===== config.mk =====
export PLATFORM = sky130hd
export DESIGN_NAME = seq_counter
export DESIGN_NICKNAME = d
export VERILOG_FILES = /design/src/rtl/seq_counter.sv
export SDC_FILE = /design/constraint.sdc
export NUM_CORES = 1
export LEC_CHECK = 0
export ABC_AREA = 1
export BUFFER_PORTS_ARGS = -buffer_cell sky130_fd_sc_hd__buf_2
export CAP_MARGIN = 20
export CORE_AREA = 2 2 39 41
export CTS_BUF_LIST = sky130_fd_sc_hd__clkbuf_4
export CTS_CLUSTER_SIZE = 28
export DETAILED_ROUTE_END_ITERATION = 6
export DIE_AREA = 0 0 41 43
export PLACE_DENSITY_LB_ADDON = 0.05
export REMOVE_ABC_BUFFERS = 1
export SETUP_SLACK_MARGIN = 0.4
export SLEW_MARGIN = 10
export SYNTH_ARGS = -nofsm -noshare
export SYNTH_HDL_FRONTEND = slang
export SYNTH_SLANG_ARGS = --single-unit

===== constraint.sdc =====
create_clock -name clk -period 1.15 [get_ports clk]
set_input_delay 0.23 -clock clk [delete_from_list [all_inputs] [get_ports clk]]
set_output_delay 0.23 -clock clk [all_outputs]
set_load 0.01 [all_outputs]

===== src/rtl/seq_counter.sv =====
// Step sequencer: IDLE/RUN counter that walks 0..LAST, with load, clear and optional auto-restart.
// Defining SEQ_COUNTER_DOWN_EN adds a dir input that selects a LAST..0 count-down sequence.
module seq_counter #(
  parameter int WIDTH        = 2,
  parameter int LAST         = 3,
  parameter int AUTO_RESTART = 0
) (
  input  logic             clk,
  input  logic             aclr_n,
  input  logic             sclr,
  input  logic             start,
  input  logic             en,
`ifdef SEQ_COUNTER_DOWN_EN
  input  logic             dir,
`endif
  input  logic             load,
  input  logic [WIDTH-1:0] load_val,
  output logic [WIDTH-1:0] count_out,
  output logic             busy,
  output logic             tc,
  output logic             done
);

  typedef enum logic [0:0] {
    IDLE = 1'b0,
    RUN  = 1'b1
  } state_t;

  localparam logic [WIDTH-1:0] LAST_V = WIDTH'(LAST);
  localparam logic [WIDTH-1:0] ZERO_V = WIDTH'(0);
  localparam logic [WIDTH-1:0] ONE_V  = WIDTH'(1);

  state_t           state_r;
  logic [WIDTH-1:0] count_r;
  logic             busy_r;
  logic             done_r;
  logic             dn_s;
  logic             start_dn_s;
  logic [WIDTH-1:0] first_s;
  logic [WIDTH-1:0] start_first_s;
  logic [WIDTH-1:0] term_s;
  logic [WIDTH-1:0] clamp_s;
  logic             at_term_s;

`ifdef SEQ_COUNTER_DOWN_EN
  logic down_r;
  assign dn_s       = down_r;
  assign start_dn_s = dir;
`else
  assign dn_s       = 1'b0;
  assign start_dn_s = 1'b0;
`endif

  // First/terminal values depend on the direction latched for the running sequence.
  always_comb begin
    first_s       = dn_s ? LAST_V : ZERO_V;
    term_s        = dn_s ? ZERO_V : LAST_V;
    start_first_s = start_dn_s ? LAST_V : ZERO_V;
    if (load_val > LAST_V) begin
      clamp_s = LAST_V;
    end else begin
      clamp_s = load_val;
    end
    at_term_s = (count_r == term_s);
  end

  // Sequencer state, count and registered status; priority sclr > load > start > en.
  always_ff @(posedge clk or negedge aclr_n) begin
    if (!aclr_n) begin
      state_r <= IDLE;
      count_r <= ZERO_V;
      busy_r  <= 1'b0;
      done_r  <= 1'b0;
`ifdef SEQ_COUNTER_DOWN_EN
      down_r  <= 1'b0;
`endif
    end else if (sclr) begin
      state_r <= IDLE;
      count_r <= ZERO_V;
      busy_r  <= 1'b0;
      done_r  <= 1'b0;
    end else if (load) begin
      count_r <= clamp_s;
      done_r  <= 1'b0;
    end else if (start) begin
      state_r <= RUN;
      count_r <= start_first_s;
      busy_r  <= 1'b1;
      done_r  <= 1'b0;
`ifdef SEQ_COUNTER_DOWN_EN
      down_r  <= dir;
`endif
    end else begin
      case (state_r)
        IDLE: begin
          done_r <= 1'b0;
        end
        RUN: begin
          if (!en) begin
            done_r <= 1'b0;
          end else if (at_term_s) begin
            done_r <= 1'b1;
            if (AUTO_RESTART != 0) begin
              count_r <= first_s;
            end else begin
              state_r <= IDLE;
              busy_r  <= 1'b0;
            end
          end else begin
            done_r  <= 1'b0;
            count_r <= dn_s ? (count_r - ONE_V) : (count_r + ONE_V);
          end
        end
        default: begin
          state_r <= IDLE;
          busy_r  <= 1'b0;
          done_r  <= 1'b0;
        end
      endcase
    end
  end

  // Terminal strobe only fires on an edge that will actually take the terminal step.
  assign tc = aclr_n & busy_r & en & at_term_s & ~sclr & ~load & ~start;

  assign count_out = count_r;
  assign busy      = busy_r;
  assign done      = done_r;

endmodule


* Yosys cells after proc, flatten, opt, wreduce, memory -nomap -nowiden
Index checks and enable logic that the tools add are counted.
Operators by class: magnitude comparators 1, multiplexer cells 25, bitwise logic cells 10, add/sub/neg operators 1, reduce and logical (&&, ||, !) cells 7, equal/unequal tests 3
Operator list (count):
- 1-bit 2-to-1 mux | 17
- 2-bit 2-to-1 mux | 7
- 3-bit nonzero test | 3
- 4-bit nonzero test | 2
- 1-bit AND | 6
- 4-bit != test, second input constant | 1
- 1-bit inverter | 4
- 4-bit AND reduction | 1
- 3-bit AND reduction | 1
- 2-bit by 1-bit adder with 2-bit output, second input constant | 1
- 2-bit equality test, second input constant | 1
- 2-bit > comparator, second input constant | 1
- 2-bit != test, second input constant | 1
- 1-bit one-hot mux with 2 select lines | 1
Storage, ports and cells: bits of input ports 8, flip-flop bits (word level) 5

* Depth between registers and ports, before layout
depth after elaboration 7, depth in mapped cells 6

* Least setup slack after synthesis
Ideal clock, no wire load.
path kind register -> output, start point register count_r[0] (netlist: count_out[0]), end point output port tc, stages on the path, launching flop included 4, path buffers 0, required time 920 ps, path slack 24 ps, arrival time 896 ps, path through dfrtp_1 > ha_1 > nand2_1 > nor3_2
Between the ends: word-level cells in the longest chain between the ends 5
Ends and longest elaborated chain:
- from (decl) | line 34 | logic [WIDTH-1:0] count_r;
- from (signal assigned) | line 83 | count_r <= clamp_s;
- from (signal assigned) | line 87 | count_r <= start_first_s;
- from (signal assigned) | line 104 | count_r <= first_s;
- 2-bit equality test | line 64 | at_term_s = (count_r == term_s);
- 1-bit AND (4 in series) | line 124 | assign tc = aclr_n & busy_r & en & at_term_s & ~sclr & ~load & ~start;
- to (decl) | line 20 | output logic tc,
No other way between the ends.

* Worst setup path in the final report
start point register count_r[1] (netlist: count_out[1]), end point output port tc
The elaborated chain is that of the path after synthesis.

==> impl.org <==
** Status
- Run status :: finished with violations
- Violated checks :: setup timing

** Power
- In this run switching power makes up 27.1% of total power.
- Summed over all cells, the static leakage comes to 0.291 nW.
- Power density over cell area :: 957 mW/mm^2
- The share of total power dissipated in combinational logic is about 22%.
- The clock network is responsible for about two fifths of the overall power.
- Reg power frac :: 36.1%
- Switching component of the power :: 0.150 mW
- Across the VDD grid, the largest voltage drop is 0.329 mV.
- Cell internal power was estimated by the tool at 0.403 mW.

** Die
- Starting density of the core :: between 20% and 30%
- In this run the horizontal extent of the chip is 41 microns.
- Ports placed on the boundary :: 13
- The total area inside the core boundary comes to 0.00138 sq mm.
- The die is 43 microns tall.
- Site row count :: 14
- Area enclosed by the die boundary :: around 0.0018 sq mm

** STA
- For the pin with the worst max-slew slack, the measured transition is ~220 ps.
- Highest clock frequency the design can meet :: 767 MHz
- Once routing completed, OpenROAD measured the worst setup slack at -154 ps.
- Measured against its own limit, the worst slew margin works out to 85.0%.
- The number of endpoints with negative hold slack in the final report was 0.
- Dividing the final minimum period by the clock period gives 113%.
- Max Slew Vio Count :: 0
- The clock arrives with 7.38 ps of skew.
- Setup violations remaining at the end of the flow were counted as 5.
- The routed design could run at a clock period as short as 1300 ps.
- Hold Worst Slack :: 279 ps
- Setup repair after global routing could not meet its margin everywhere.

** Worst setup path
- In this run the critical register-to-register path is launched from count_out[1]$_DFFE_PN0P_.
- CP endpoint kind :: output pin
- By startpoint and endpoint, the worst setup path is classified as register to output pin.
- Number of cells on the critical path :: 4
- Crit path required time :: 920 ps
- Series of cell instances along the critical path :: ha_4 -> nand2_2 -> nor3_2 -> buf_2
- CP Launch Type :: register
- The worst register-to-register path ends at count_out[0]$_DFFE_PN0P_.
- In this design, the stage delay of the slowest critical-path cell is roughly 380 ps.
- Among cell families on the critical path, the largest total delay comes from flip-flops.
- Critical-path cell with the highest stage delay :: dfrtp_1
- Worst endpoint data arrival time :: 1070 ps
- Along the worst path, the maximum fanout reaches 2.
- The number of buffers and inverters on the critical path is 1.
- Minimum setup slack among reg-to-reg paths :: -80 ps
- Measured in cells, the most critical reg-to-reg path has a length of 8.

** Synth
- Post-synthesis sequential area ratio :: 42.2%
- Post-Syn Instances :: 40
- Mapped Avg Cell Area :: roughly 7.4 sq um
- The mapped netlist covers ~300 sq um.
- Cell type with the largest total area after synthesis :: dfrtp_1
- Synthesis Warnings :: 0
- Top cell type's share of synthesized area :: 42.2%
- Sorting the synthesized cells by area gives the leading types as dfrtp_1, nand2_1, nand3_1.
- Flops & latches, synth :: 5
- Distinct cell type count of the synthesized netlist :: 12

** Drt
- The detail route stage leaves a number of antenna-violating nets equal to 0.
- Detailed routing inserted a total of 361 vias.
- DRC viols :: 0
- In the final routed layout, each cell accounts on average for 10.3 microns.
- After the first detailed-routing iteration, the DRC count stood at 0.
- Final routed wirelength across all metal layers :: around 840 microns
- Using the TritonRoute via totals, the vias-per-cell ratio works out to roughly 4.4.
- First-pass DRT Iterations :: 1

** Clocking
- For this design, the sink count on the clock tree is 5.
- After clock tree synthesis, the clock-pin slew on the worst setup and hold paths is around 50 ps.
- Total clock buffers created by CTS :: 3
- The clock passes through at most 2 buffers.
- In this run the clock root is driven by a clkbuf_4.
- Clock latency of the later-clocked register in the worst-skew pair :: 250 ps
- H-tree levels :: 1
- TritonCTS built the clock tree.

** Global route
- Number of antenna violations at the first check in global routing :: 0
- The first global-routing pass estimated 1.37 mm of wire.
- Entering global routing, the biggest net connects 6 pins.
- The number of global-route vias before repair came to 335.
- GR Util All Layers :: 12.0%
- The total overflow left after global routing is 0.

** Placed design
- Hpwl dp :: roughly 620 microns
- Gp weighted congestion :: 0.693
- The count of buffers added on input and output ports is 12.

** Hold path
- Worst Hold Path Cells :: 4
- The path with the worst hold slack has its endpoint at busy$_DFFE_PN0P_.
- In this run the worst hold path is classified as input port to register.
- Start point of the worst min-delay path :: sclr

** Final layout
- Registers take 125 sq um.
- Relative to the synthesized area, the layout overhead comes to 94.9%.
- Layout cells sized above 1 :: between 50% and 60%
- Fill cells in the final layout number 154.
- The library cell used most frequently in the layout, excluding fill and tap cells, is nand2_1.
- Net count of the finished layout :: 76
- The multi-input combinational cells in the finished layout cover a total of 218 sq um.
- Commonest cells after routing, fill and taps aside :: nand2_1, buf_2, buf_4
- Measured on the finished design, the core utilization comes to 41.8%.
- 0 antenna diodes ended up in the layout.

** Job
- Max-capacitance violation count :: 0
## power by group through the flow
stage,clock network (mW),logic [mW],registers (mW)
after floorplan,0,0.0348,0.201
final,0.231,0.123,0.200
after global placement,0,0.0893,0.196
after global routing,0.258,0.136,0.201
after CTS,0.238,0.111,0.198
after detailed placement,0,0.0899,0.197
## sequential cells by signal, indices dropped and copies added (netlist names)
signal	count
busy	1
count_out	2
done	1
state_r	1
## worst reg2reg max path, delay by kind of cell (launching register included)
family	cells	cell delay, ps
flops	1	400
simple gates	4	300
fa+ha+maj	1	180
buf+inv	3	300
## worst max-delay path by stage
| stage | startpoint | endpoint | slack, ps |
|---|---|---|---|
| 2_1_floorplan | count_out[0]$_DFFE_PN0P_ | tc | 20 |
| 3_3_place_gp | count_out[0]$_DFFE_PN0P_ | tc | 20 |
| 3_5_place_dp | count_out[0]$_DFFE_PN0P_ | tc | 9 |
| 4_1_cts | count_out[1]$_DFFE_PN0P_ | tc | -170 |
| 5_1_grt | count_out[1]$_DFFE_PN0P_ | tc | -200 |
| 6_report | count_out[1]$_DFFE_PN0P_ | tc | -150 |
## area by class of cell
cell class	instances	share of cell area (%)
clock buffers	4	5.19
inverters	5	3.68
multi-input cells	30	37.7
flip-flops and latches	5	21.6
well taps	16	3.46
repair buffers	22	28.4
## metrics by stage
stage	area [sq um]	worst slack (ps)	TNS [ps]	power, mW	instances
after floorplan	297	24.1	0	0.236	40
after global placement	407	24.4	0	0.285	72
after detailed placement	407	9.06	0	0.287	72
after CTS	528	-167	-167	0.547	80
after global routing	578	-204	-703	0.595	82
final	578	-154	-433	0.553	82
## cells by family after synthesis
| family | count (synthesis) | synth area share, % |
|---|---|---|
| and+or+nand+nor | 27 | 43.0 |
| buffers and inverters | 5 | 6.33 |
| DFF | 5 | 42.2 |
| AOI/OAI and AO/OA | 2 | 4.22 |
| adders and majority gates | 1 | 4.22 |
## cells in the mapped netlist (all sizes together)
library cell,instances
o21ai,1
nand2,15
nor2,3
nor3,1
nand3,8
o211ai,1
inv,5
ha,1
dfrtp,5
## per-layer routing
metal  GRT usage (%)  vias up  wire length [microns]
met5               0        -                      0
met3            4.71        3                     55
li1                -      179                      -
met2            15.6       13                    400
met1            15.5      166                    360
met4            8.00        0                     28
## timing repair
action                     4_1_cts  5_1_grt
pin swaps                        4        2
hold endpoints to repair         5        0
setup buffers                    3        2
setup endpoints to repair       10       10
cloned                           0        0
gates resized for setup         12        7
hold buffers                     1        0
(Power assumes the default switching activity.)
